$ cat config.mk
export PLATFORM = sky130hd
export DESIGN_NAME = dbus_arbiter
export DESIGN_NICKNAME = d
export VERILOG_FILES = /design/src/rtl/dbus_arbiter.sv
export SDC_FILE = /design/constraint.sdc
export NUM_CORES = 1
export LEC_CHECK = 0
export ABC_CLOCK_PERIOD_IN_PS = 1900
export CORE_UTILIZATION = 40
export CTS_CLUSTER_SIZE = 16
export DETAILED_ROUTE_END_ITERATION = 6
export GPL_ROUTABILITY_DRIVEN = 1
export GPL_TIMING_DRIVEN = 0
export PLACE_DENSITY = 0.77
export RECOVER_POWER = 50
export SLEW_MARGIN = 20
export SYNTH_ARGS = -nofsm -noshare
export SYNTH_HDL_FRONTEND = slang
export SYNTH_SLANG_ARGS = --single-unit
$ cat constraint.sdc
create_clock -name clk -period 1.9 [get_ports clk]
set_input_delay 0.19 -clock clk [delete_from_list [all_inputs] [get_ports clk]]
set_output_delay 0.19 -clock clk [all_outputs]
set_load 0.02 [all_outputs]
$ cat src/rtl/dbus_arbiter.sv
// Two-master shared data-bus arbiter: master 0 has priority, limited by a run counter
// so master 1 cannot starve. Read data comes back through a fixed-latency owner tracker.

module dbus_rport #(
  parameter int DW = 32
) (
  input  logic          clk,
  input  logic          inrst,
  input  logic          hit,
  input  logic [DW-1:0] s_rdata,
  output logic          rvalid,
  output logic [DW-1:0] rdata
);
  logic [DW-1:0] hold;

  // Non-owner returns leave this master's data bus untouched.
  always_ff @(posedge clk or negedge inrst) begin
    if (!inrst)   hold <= '0;
    else if (hit) hold <= s_rdata;
  end

  assign rvalid = hit;
  assign rdata  = hit ? s_rdata : hold;
endmodule

module dbus_arbiter #(
  parameter int AW      = 32,
  parameter int DW      = 32,
  parameter int RD_LAT  = 1,
  parameter int MAX_RUN = 4
) (
  input  logic          clk,
  input  logic          inrst,
  input  logic          m0_req,
  input  logic          m0_we,
  input  logic [AW-1:0] m0_addr,
  input  logic [DW-1:0] m0_wdata,
  output logic          m0_gnt,
  output logic          m0_stall,
  output logic          m0_rvalid,
  output logic [DW-1:0] m0_rdata,
  input  logic          m1_req,
  input  logic          m1_we,
  input  logic [AW-1:0] m1_addr,
  input  logic [DW-1:0] m1_wdata,
  output logic          m1_gnt,
  output logic          m1_rvalid,
  output logic [DW-1:0] m1_rdata,
  output logic [AW-1:0] s_addr,
  output logic [DW-1:0] s_wdata,
  output logic          s_we,
  input  logic [DW-1:0] s_rdata
);
  localparam int          STAGES  = RD_LAT;
  localparam logic [3:0]  RUN_MAX = 4'(MAX_RUN);

  logic [1:0]          gnt, hit, rvalid;
  logic [1:0][DW-1:0]  rdata;
  logic [3:0]          run_cnt;
  logic [STAGES-1:0]   vld_pipe, own_pipe;
  logic [AW-1:0]       addr_q, w_addr;
  logic [DW-1:0]       wdata_q, w_wdata;
  logic                w_we, any_gnt, vld_in;

  always_comb begin
    gnt = '0;
    if (inrst) begin
      if (m1_req && (!m0_req || run_cnt == RUN_MAX)) gnt[1] = 1'b1;
      else if (m0_req)                               gnt[0] = 1'b1;
    end
  end

  assign any_gnt  = |gnt;
  assign w_addr   = gnt[1] ? m1_addr  : m0_addr;
  assign w_wdata  = gnt[1] ? m1_wdata : m0_wdata;
  assign w_we     = gnt[1] ? m1_we    : m0_we;
  assign vld_in   = any_gnt & ~w_we;

  assign m0_gnt   = gnt[0];
  assign m1_gnt   = gnt[1];
  assign m0_stall = m0_req & ~gnt[0];

  // Idle bus keeps the last granted address/data so the RAM pins do not toggle.
  assign s_addr   = any_gnt ? w_addr  : addr_q;
  assign s_wdata  = any_gnt ? w_wdata : wdata_q;
  assign s_we     = any_gnt & w_we;

  always_ff @(posedge clk or negedge inrst) begin
    if (!inrst) begin
      run_cnt  <= '0;
      vld_pipe <= '0;
      own_pipe <= '0;
      addr_q   <= '0;
      wdata_q  <= '0;
    end else begin
      if (!m1_req || gnt[1])                run_cnt <= '0;
      else if (gnt[0] && run_cnt != RUN_MAX) run_cnt <= run_cnt + 4'd1;
      vld_pipe[0] <= vld_in;
      own_pipe[0] <= gnt[1];
      for (int i = 1; i < STAGES; i++) begin
        vld_pipe[i] <= vld_pipe[i-1];
        own_pipe[i] <= own_pipe[i-1];
      end
      if (any_gnt) begin
        addr_q  <= w_addr;
        wdata_q <= w_wdata;
      end
    end
  end

  assign hit[0] = vld_pipe[STAGES-1] & ~own_pipe[STAGES-1];
  assign hit[1] = vld_pipe[STAGES-1] &  own_pipe[STAGES-1];

  for (genvar m = 0; m < 2; m++) begin : g_rport
    dbus_rport #(.DW(DW)) u_rport (
      .clk    (clk),
      .inrst  (inrst),
      .hit    (hit[m]),
      .s_rdata(s_rdata),
      .rvalid (rvalid[m]),
      .rdata  (rdata[m])
    );
  end

  assign m0_rvalid = rvalid[0];
  assign m0_rdata  = rdata[0];
  assign m1_rvalid = rvalid[1];
  assign m1_rdata  = rdata[1];
endmodule

==> reports/summary.txt, run 1 <==
=====================================================================================
Run status                                                               finished with violations
Violations in the final reports                                          negative setup slack
Part of the Yosys area used for sequential elements                            0.5607
Number of port buffers                                                            298
Routed Antenna Nets                                                                 0
H-tree depth reported by CTS                                                        4
Final Setup Violations                                                            129
Post-synth net total                                                              584
Final hold vios                                                                     0
Distinct cell type count of the synthesized netlist                                32
Number of clock buffers inserted by TritonCTS                                      17
Number of maximum-capacitance constraint violations                                 0
Transition time at the pin with the least slew margin                       0.9534 ns
Count of vias placed by the detailed router                                      5801
Routed length per instance                                                   24.13 um
CTS root buf                                                             sky130_fd_sc_hd__clkbuf_16
Post-synthesis sequential element count                                           134
Highest clock frequency the design can meet                                0.4087 GHz
Share of cells above drive strength 1                                          0.4211
Gr ovfl total                                                                       0
Final core occ                                                                 0.7715
Most frequent cell after synthesis                                       sky130_fd_sc_hd__dfrtp_1
All-Layer GR Usage                                                             0.2820
Total length of routed wires                                                 24620 um
CTS sink cnt                                                                      134
Number of iterations in the first detailed-routing pass                             5
Die Span Y                                                                   124.3 um
Portion of synthesized cell area occupied by the leading cell type             0.5607
Clock tree from TritonCTS                                                        done
Worst Slack Setup Final                                                    -0.5470 ns
Cell area after technology mapping                                       0.005981 mm^2
Vias in the first global route                                                   6078
Clock skew                                                                 0.01220 ns
Yosys warns                                                                         0
Post-synth EDFFs                                                                    0
Crit path kind                                                             reg -> out
Met3 track demand over resource in global routing                             0.09149
Cell types with the largest area share after synthesis                   sky130_fd_sc_hd__dfrtp_1, sky130_fd_sc_hd__mux2_2, sky130_fd_sc_hd__o2111a_1
1st-iter DRT viols                                                                317
Die area                                                                 0.01544 mm^2
Net count reported at finish                                                      994
Top cell type by total area after synthesis                              sky130_fd_sc_hd__dfrtp_1
Ports                                                                             300
Total power density per cell area                                        948.2 mW/mm^2
Final weighted congestion of routability-driven global placement               0.8861
Worst VDD drop                                                              0.6548 mV
Mapped Avg Cell Area                                                       14.38 um^2
Largest fanout on the critical path                                                 5
Min Hold Slack                                                              0.3855 ns
Period utilisation layout                                                       1.288
Die X-Extent                                                                 124.3 um
Initial core utilization                                                       0.4115
Global-route wire length before repair                                       33650 um
Setup crit end kind                                                       output port
Met2 global-route usage                                                        0.4764
DP HPWL                                                                      14720 um
Leakage power total                                                          5.113 nW
Antenna fix cells                                                                   0
Minimum clock period after layout                                            2.447 ns
Worst slack at placement                                                    -1.179 ns
Clk buf depth                                                                       2
Std-Cell Core Area                                                       0.01453 mm^2
Critical path data required time                                              1.71 ns
GR met1 Demand/Resource                                                        0.3215
Setup repair after global routing missed its margin                              true
Slew HR                                                                        0.3644
Grt peak-use layer                                                               met2
Startpoint class of the critical path                                       flip-flop
Area overhead of the layout relative to synthesis                              87.49%
Prevailing post-synth register cell                                      sky130_fd_sc_hd__dfrtp_1
Count of pins over their slew limit                                                 0
Post-DR vias/cell                                                               5.687
Number of fill cells in the layout                                                871
Insertion delay to the later sink of the worst-skew pair                      0.42 ns
Commonest cells in the synthesized netlist                               sky130_fd_sc_hd__dfrtp_1, sky130_fd_sc_hd__a221o_1, sky130_fd_sc_hd__mux2_2
Post-route DRC violation count                                                      0
FFs w/ async S/R, synth                                                         1.000
Worst min-delay path class                                                  in -> reg
Post-Synthesis Cells                                                              416
Data arrival time at the worst-slack endpoint                                 2.26 ns
Antenna violations before repair                                                    0
Clock-pin slew of the registers on the worst-case setup and hold paths        0.06 ns
Rows                                                                               44
Largest net degree at the start of global routing                                  76
=====================================================================================
==> worst max-delay path, stage by stage (launching register included) <==
cell and delay, ns:
sky130_fd_sc_hd__dfrtp_1 0.39, sky130_fd_sc_hd__inv_2 0.09, sky130_fd_sc_hd__ha_4 0.15, sky130_fd_sc_hd__nand3b_4 0.10
sky130_fd_sc_hd__buf_6 0.15, sky130_fd_sc_hd__buf_16 0.13, sky130_fd_sc_hd__buf_8 0.12, sky130_fd_sc_hd__o2111a_1 0.23
sky130_fd_sc_hd__a221o_1 0.31, sky130_fd_sc_hd__buf_6 0.15
==> power by group <==
group          internal [mW]  leakage [nW]  switching (mW)
registers               3.36          1.62           0.197
clock network           1.97         0.274            1.24
logic                   2.07          3.22            1.78
total                   7.41          5.11            3.22
==> state kept, by name, summed over array words and instances, names as in the netlist <==
| signal | flops |
|---|---|
| own_pipe | 1 |
| wdata_q | 32 |
| addr_q | 32 |
| run_cnt | 4 |
| vld_pipe | 1 |
| g_rport.u_rport.hold | 64 |
==> cell type report <==
cell class / count / area, um^2 / share of cell area
repair buffers: 395 / 4120 / 0.3674
inverters: 7 / 26.28 / 0.002343
plain buffers: 47 / 369.1 / 0.03292
multi-input cells: 224 / 2552 / 0.2276
clock buffers: 20 / 456.7 / 0.04073
well taps: 184 / 230.2 / 0.02053
flip-flops and latches: 134 / 3354 / 0.2992
clock inverters: 9 / 103.9 / 0.009261
==> repair_timing <==
action,4_1_cts,5_1_grt
gates resized for setup,743,188
endpoints found under the hold margin,73,103
setup buffers,37,38
cloned,8,6
setup endpoints to repair,145,137
pin swaps,29,22
==> stage by stage <==
stage	cells	cell area (um^2)	power (mW)	setup TNS, ns
floorplan	416	5981	5.007	0
global placement	898	9194	6.613	-1326.86
detailed placement	899	9226	6.683	-111.99
CTS	972	10260	9.820	-33.42
global route	1020	11210	10.98	-52.60
finish	1020	11210	10.63	-40.23
==> cell families (layout without fill, tap and decap cells) <==
family	count (synthesis)	in the layout	synth area share
flip-flops	134	134	0.5607
AND/OR/NAND/NOR	19	19	0.02071
adder cells (fa/ha/maj)	2	2	0.004183
buffers and inverters	58	478	0.05209
multiplexers	65	65	0.1224
AO/OA/AOI/OAI	138	138	0.2400
==> final timing paths <==
kind                                             startpoint                          end  slack, ns  cells after the start
worst max-delay path                             run_cnt[0]                   s_addr[21]      -0.55                      9
worst min-delay path                                 m0_req                   run_cnt[3]       0.39                      4
worst max register to register                   run_cnt[0]                  wdata_q[15]      -0.05                      9
worst min register to register  g_rport[0].u_rport.hold[23]  g_rport[0].u_rport.hold[23]       0.50                      1
max in group asynchronous                             inrst                  wdata_q[11]       0.09                      5
min in group asynchronous                             inrst  g_rport[0].u_rport.hold[19]       0.68                      3
==> layer usage <==
metal,part of all wire,up-vias
li1,-,2528
met1,0.38,2928
met2,0.51,293
met3,0.080,52
met4,0.029,0
met5,0,-
==> cell usage in the layout, fill, tap and decap left out, types with 2 or more instances in the layout <==
| cell | synthesis | final |
|---|---|---|
| sky130_fd_sc_hd__clkdlybuf4s50_1 | 0 | 163 |
| sky130_fd_sc_hd__buf_6 | 10 | 138 |
| sky130_fd_sc_hd__dfrtp_1 | 134 | 133 |
| sky130_fd_sc_hd__a221o_1 | 64 | 64 |
| sky130_fd_sc_hd__o2111a_1 | 63 | 63 |
| sky130_fd_sc_hd__buf_4 | 0 | 53 |
| sky130_fd_sc_hd__mux2_4 | 0 | 52 |
| sky130_fd_sc_hd__clkbuf_1 | 21 | 23 |
| sky130_fd_sc_hd__clkbuf_16 | 0 | 22 |
| sky130_fd_sc_hd__buf_2 | 15 | 21 |
| sky130_fd_sc_hd__buf_8 | 0 | 15 |
| sky130_fd_sc_hd__mux2_2 | 64 | 11 |
| sky130_fd_sc_hd__buf_12 | 0 | 6 |
| sky130_fd_sc_hd__clkbuf_2 | 0 | 5 |
| sky130_fd_sc_hd__buf_16 | 0 | 5 |
| sky130_fd_sc_hd__inv_1 | 6 | 4 |
| sky130_fd_sc_hd__nor2_1 | 4 | 4 |
| sky130_fd_sc_hd__clkinv_2 | 0 | 4 |
| sky130_fd_sc_hd__dlygate4sd3_1 | 0 | 4 |
| sky130_fd_sc_hd__inv_2 | 1 | 3 |
| sky130_fd_sc_hd__clkbuf_8 | 0 | 3 |
| sky130_fd_sc_hd__mux2_1 | 1 | 2 |
| sky130_fd_sc_hd__nand4b_1 | 2 | 2 |
| sky130_fd_sc_hd__nand2b_1 | 3 | 2 |
| sky130_fd_sc_hd__a31oi_1 | 2 | 2 |
| sky130_fd_sc_hd__a21oi_1 | 3 | 2 |
| sky130_fd_sc_hd__bufinv_16 | 0 | 2 |
| sky130_fd_sc_hd__clkinvlp_4 | 0 | 2 |
| sky130_fd_sc_hd__dlygate4sd2_1 | 0 | 2 |
(Power assumes the default switching activity.)
==> run 2, diff against run 1 <==
- CORE_ASPECT_RATIO: unset -> 0.8
==> run 2 against run 1 <==
Against the previous run: the flow finishes with violations (design-rule violations, negative setup slack); highest routed layer unchanged; clock power decreased by 6.5%; combinational power decreased by 1%; sequential power about the same; cell count unchanged; die area about the same; clock skew decreased by 0.0057 ns; flip-flop and latch count unchanged; critical path type unchanged; maximum frequency decreased by 0.47%; clock-buffer cell count decreased by 3.
==> reports/summary.txt, run 2 (synthesis results as in run 1) <==
=====================================================================================
Count of pins over their slew limit                                                 0
Std-Cell Core Area                                                       0.01444 mm^2
Final Setup Violations                                                            136
Clk buf depth                                                                       2
CP Cell Sequence                                                         inv_2 > ha_4 > nand3b_4 > buf_12 > clkbuf_16 > o2111a_1 > a221o_1 > buf_6
Worst hold path stage count                                                         4
Final weighted congestion of routability-driven global placement               0.8596
Die area                                                                 0.01545 mm^2
Registers with the most flip-flops                                       g_rport.u_rport.hold x64, addr_q x32, wdata_q x32
Final hold vios                                                                     0
Violations in the final reports                                          design-rule violations, negative setup slack
Die X-Extent                                                                 138.7 um
All-Layer GR Usage                                                             0.2901
Leakage power total                                                          5.112 nW
Net count reported at finish                                                      991
H-tree depth reported by CTS                                                        4
Initial core utilization                                                       0.4141
CTS sink cnt                                                                      134
Slew HR                                                                        0.2314
Period utilisation layout                                                       1.294
Worst slack at placement                                                    -1.070 ns
Top cell family by delay on the critical path                            buffers and inverters
Commonest non-fill, non-tap cells in the layout                          sky130_fd_sc_hd__clkdlybuf4s50_1, sky130_fd_sc_hd__dfrtp_1, sky130_fd_sc_hd__buf_6
Transition time at the pin with the least slew margin                        1.153 ns
RR Endpoint                                                                addr_q[28]
Number of iterations in the first detailed-routing pass                             7
Total length of routed wires                                                 24010 um
Setup repair after global routing missed its margin                              true
Min Hold Slack                                                              0.3826 ns
HP Start                                                                       m0_req
Crit path kind                                                             reg -> out
Run status                                                               finished with violations
Slack of the worst reg-to-reg path                                           -0.13 ns
Largest net degree at the start of global routing                                  51
Worst R2R Start                                                            run_cnt[0]
Length of routed met3 wiring                                                  1449 um
Placed cell count                                                                 899
Number of maximum-capacitance constraint violations                                 0
DP HPWL                                                                      14520 um
Clock-pin slew of the registers on the worst-case setup and hold paths        0.06 ns
Area overhead of the layout relative to synthesis                              85.63%
Worst Reg2Reg Path Length in Cells                                                  9
Share of cells above drive strength 1                                          0.4282
CTS root buf                                                             sky130_fd_sc_hd__clkbuf_16
Largest fanout on the critical path                                                 7
Worst Slack Setup Final                                                    -0.5585 ns
Highest clock frequency the design can meet                                0.4068 GHz
Stage delay of the slowest cell on the critical path                          0.39 ns
Minimum clock period after layout                                            2.458 ns
Non-Filler Instances                                                             1020
Clock skew                                                                0.006504 ns
Startpoint class of the critical path                                       flip-flop
Wire length the detailed router placed on met1                                9676 um
Ports                                                                             300
Number of clock buffers inserted by TritonCTS                                      17
Critical path data required time                                              1.71 ns
Cell with the largest stage delay on the worst path                      sky130_fd_sc_hd__dfrtp_1
Highest signal layer in the routed design                                        met4
Post-DR vias/cell                                                               5.620
Worst VDD drop                                                              0.7859 mV
Number of port buffers                                                            298
Worst min-delay path class                                                  in -> reg
1st-iter DRT viols                                                                313
Number of fill cells in the layout                                                861
Clock tree from TritonCTS                                                        done
Leading cell type in the layout, fill and taps excluded                  sky130_fd_sc_hd__clkdlybuf4s50_1
Count of vias placed by the detailed router                                      5732
Vias in the first global route                                                   6008
Final core occ                                                                 0.7686
Insertion delay to the later sink of the worst-skew pair                      0.42 ns
Rows                                                                               39
Most flop-heavy register                                                 g_rport.u_rport.hold
Metal2 WL                                                                    12210 um
Die Span Y                                                                   111.4 um
Routed length per instance                                                   23.53 um
Antenna fix cells                                                                   0
Post-route DRC violation count                                                     19
Global-route wire length before repair                                       34470 um
Setup crit end kind                                                       output port
Gr ovfl total                                                                       0
Sum of buffers and inverters on the critical path                                   4
Antenna violations before repair                                                    1
Data arrival time at the worst-slack endpoint                                 2.27 ns
Number of flip-flops in the largest register                                       64
Total power density per cell area                                        933.5 mW/mm^2
Routed Antenna Nets                                                                 0
Destination of the worst hold path                                         run_cnt[3]
=====================================================================================
run 2: layer usage:
| layer | GRT usage | vias to the layer above |
|---|---|---|
| met5 | 0 | - |
| met4 | 0.1037 | 0 |
| met3 | 0.06667 | 51 |
| met2 | 0.4992 | 256 |
| met1 | 0.3598 | 2904 |
| li1 | - | 2521 |
run 2: power breakdown:
group / leakage, nW / switching (mW) / internal [mW]
registers: 1.62 / 0.181 / 3.36
clock network: 0.249 / 1.35 / 1.67
logic: 3.25 / 1.77 / 2.04
run 2: layout make-up:
| class | count | area, um^2 | area share |
|---|---|---|---|
| flip-flops and latches | 134 | 3353 | 0.3020 |
| plain buffers | 47 | 381.6 | 0.03437 |
| repair buffers | 392 | 4004 | 0.3606 |
| clock buffers | 17 | 425.4 | 0.03832 |
| clock inverters | 15 | 107.6 | 0.009692 |
| multi-input cells | 224 | 2574 | 0.2318 |
| well taps | 184 | 230.2 | 0.02074 |
| inverters | 7 | 26.28 | 0.002367 |
run 2: how the worst max path moves through the flow:
stage          cells past startpoint       start  slack (ns)           to
2_1_floorplan                      7  run_cnt[0]        0.10   s_addr[23]
3_5_place_dp                       9       inrst       -1.07    s_addr[4]
5_1_grt                            8  run_cnt[0]       -0.62    s_addr[0]
3_3_place_gp                       7       inrst       -5.53  s_wdata[30]
4_1_cts                            8  run_cnt[1]       -0.53  s_wdata[25]
6_report                           8  run_cnt[0]       -0.56    s_addr[3]
run 2: timing repair:
action                                  in CTS  in global routing
endpoints found under the setup margin     134                150
gates resized for setup                    762                130
gates cloned                                 5                  5
pin swaps                                    4                  4
hold buffers                                 8                  0
buffers inserted                            48                 42
hold endpoints to repair                    59                  0
run 2: worst register-to-register path, delay by kind of cell, from the launching register on:
family,cells,cell delay (ns)
buf+inv,5,0.69
compound gates,2,0.54
flops,1,0.39
fa+ha+maj,1,0.16
simple gates,1,0.16
run 2: metrics by stage:
step                area, um^2  TNS [ns]  power (mW)
finish                   11100    -36.59       10.36
global route             11100    -45.55       10.72
CTS                      10480    -35.86       9.868
detailed placement        9226   -100.13       6.684
global placement          9194  -1316.53       6.605
floorplan                 5981         0       5.007
==> run 3, diff against run 2 <==
- SLEW_MARGIN: 20 -> unset
==> run 3 against run 2 <==
Against the previous run: the flow still finishes with violations (design-rule violations, negative setup slack); maximum frequency shrank 1.0%; sequential share of layout area shrank 1.3 points; cell area grew 4.4%; clock-buffer cell count grew 1; global-route usage grew 0.83 points; largest cell class unchanged.
==> reports/summary.txt, run 3 (synthesis results as in run 1) <==
=====================================================================================
Post-route standard cell area excluding fillers                          0.01159 mm^2
Leading cell type in the layout, fill and taps excluded                  sky130_fd_sc_hd__buf_6
Minimum clock period after layout                                            2.484 ns
Worst Slack Setup Final                                                    -0.5841 ns
DP HPWL                                                                      14500 um
Worst VDD drop                                                              0.9353 mV
Largest fanout on the critical path                                                10
Startpoint class of the critical path                                       flip-flop
Clock skew                                                                 0.01255 ns
Number of port buffers                                                            298
Rows                                                                               39
Commonest non-fill, non-tap cells in the layout                          sky130_fd_sc_hd__buf_6, sky130_fd_sc_hd__clkdlybuf4s50_1, sky130_fd_sc_hd__dfrtp_1
Leakage power total                                                          5.398 nW
Gr ovfl total                                                                       0
Period utilisation layout                                                       1.307
Global-route wire length before repair                                       34980 um
Run status                                                               finished with violations
Switching power                                                              3.454 mW
Min Hold Slack                                                              0.4128 ns
Overall power after layout                                                   11.26 mW
Routed Antenna Nets                                                                 0
Slew HR                                                                        0.1873
GR met1 Demand/Resource                                                        0.3567
Routed length per instance                                                   24.35 um
Total power density per cell area                                        971.9 mW/mm^2
CTS sink cnt                                                                      134
Non-Filler Instances                                                             1056
Std-Cell Core Area                                                       0.01444 mm^2
Clk buf depth                                                                       2
Number of flip-flops in the largest register                                       64
Post-route DRC violation count                                                     19
Clock network power share                                                       0.315
Data arrival time at the worst-slack endpoint                                 2.29 ns
1st-iter DRT viols                                                                369
Die area                                                                 0.01545 mm^2
Violations in the final reports                                          design-rule violations, negative setup slack
Die X-Extent                                                                 138.7 um
All-Layer GR Usage                                                             0.2984
Placed cell count                                                                 899
Area overhead of the layout relative to synthesis                              93.75%
Worst slack at placement                                                    -1.126 ns
Number of clock buffers inserted by TritonCTS                                      17
Sequential Power Share                                                          0.316
Vias in the first global route                                                   6148
Met3 track demand over resource in global routing                             0.08602
Transition time at the pin with the least slew margin                        1.219 ns
Crit path kind                                                             reg -> out
Clock-pin slew of the registers on the worst-case setup and hold paths        0.07 ns
Antenna violations before repair                                                    1
Worst min-delay path class                                                  in -> reg
Count of vias placed by the detailed router                                      6004
DP Area                                                                  0.009223 mm^2
Ports                                                                             300
Number of maximum-capacitance constraint violations                                 0
Setup crit end kind                                                       output port
Met2 global-route usage                                                        0.5025
Post-DR vias/cell                                                               5.686
Critical path data required time                                              1.71 ns
Number of iterations in the first detailed-routing pass                             7
H-tree depth reported by CTS                                                        4
Highest clock frequency the design can meet                                0.4026 GHz
Grt peak-use layer                                                               met2
Final hold vios                                                                     0
Net count reported at finish                                                     1026
Largest net degree at the start of global routing                                  51
Final Setup Violations                                                            154
Fraction of power spent switching nets                                         0.3067
Final core occ                                                                 0.8022
Count of pins over their slew limit                                                 0
Setup repair after global routing missed its margin                              true
Die Span Y                                                                   111.4 um
Final weighted congestion of routability-driven global placement               0.8596
CTS root buf                                                             sky130_fd_sc_hd__clkbuf_16
Total length of routed wires                                                 25710 um
Initial core utilization                                                       0.4141
Clock tree from TritonCTS                                                        done
Share of cells above drive strength 1                                          0.4512
Setup TNS after final layout                                                -41.47 ns
Most flop-heavy register                                                 g_rport.u_rport.hold
Insertion delay to the later sink of the worst-skew pair                      0.43 ns
Share of total power in combinational logic                                     0.370
Registers with the most flip-flops                                       g_rport.u_rport.hold x64, addr_q x32, wdata_q x32
Internal Power                                                               7.808 mW
=====================================================================================
[run 3: changes by cell type in the layout (fill, tap and decap cells not counted), moves of 3 or more]
cell / change
sky130_fd_sc_hd__buf_2: -23
sky130_fd_sc_hd__mux2_2: -8
sky130_fd_sc_hd__mux2_4: +8
sky130_fd_sc_hd__buf_12: -3
sky130_fd_sc_hd__buf_6: +41
sky130_fd_sc_hd__inv_6: +4
sky130_fd_sc_hd__clkbuf_16: -3
sky130_fd_sc_hd__buf_4: +24
sky130_fd_sc_hd__clkinvlp_4: -5
sky130_fd_sc_hd__bufinv_16: +3
sky130_fd_sc_hd__clkinv_2: -5
[run 3: worst paths after layout]
| check | start | endpoint | slack [ns] | cells after the start |
|---|---|---|---|---|
| max reg2reg | run_cnt[0] | addr_q[2] | -0.17 | 10 |
| max | run_cnt[0] | s_addr[2] | -0.58 | 9 |
| max in group asynchronous | inrst | wdata_q[2] | 0.20 | 3 |
| min | m1_addr[25] | addr_q[25] | 0.41 | 2 |
| min reg2reg | g_rport[0].u_rport.hold[29] | g_rport[0].u_rport.hold[29] | 0.50 | 1 |
| min in group asynchronous | inrst | g_rport[0].u_rport.hold[10] | 0.90 | 3 |
[run 3: power by group through the flow]
stage	sequential, mW	clock (mW)	combinational (mW)
2_1_floorplan	3.49	0	1.52
3_3_place_gp	3.52	0	3.08
3_5_place_dp	3.54	0	3.14
4_1_cts	3.50	3.55	3.48
5_1_grt	3.59	3.73	4.31
6_report	3.56	3.55	4.16
[run 3: layout make-up]
type | instances | area [um^2]
clock inverters | 14 | 187.7
inverters | 7 | 26.28
multi-input cells | 224 | 2603
plain buffers | 49 | 397.9
diodes | 1 | 2.502
well taps | 184 | 230.2
clock buffers | 18 | 439.2
fillers | 760 | 2856
repair buffers | 425 | 4348
flip-flops and latches | 134 | 3353
[run 3: timing repair]
| action | in CTS | in global routing |
|---|---|---|
| resized for setup | 820 | 138 |
| cloned | 5 | 3 |
| setup buffers | 56 | 59 |
| setup endpoints to repair | 144 | 156 |
| pin swaps | 25 | 4 |
| endpoints found under the hold margin | 59 | 0 |
| hold buffers | 8 | 0 |
[run 3: layer usage]
layer | part of all wire | wire, um | up-vias
met5 | 0 | 0 | -
met4 | 0.045 | 1145 | 0
met3 | 0.075 | 1918 | 75
met2 | 0.49 | 12630 | 316
met1 | 0.39 | 10020 | 3034
li1 | - | - | 2579
[run 3: worst max-delay path: stages, from the launching register on]
cell                       delay, ns
sky130_fd_sc_hd__dfrtp_1        0.40
sky130_fd_sc_hd__inv_2          0.09
sky130_fd_sc_hd__ha_4           0.15
sky130_fd_sc_hd__nand3b_4       0.09
sky130_fd_sc_hd__buf_12         0.15
sky130_fd_sc_hd__buf_8          0.13
sky130_fd_sc_hd__buf_8          0.14
sky130_fd_sc_hd__o2111a_1       0.24
sky130_fd_sc_hd__a221o_1        0.33
sky130_fd_sc_hd__buf_6          0.16
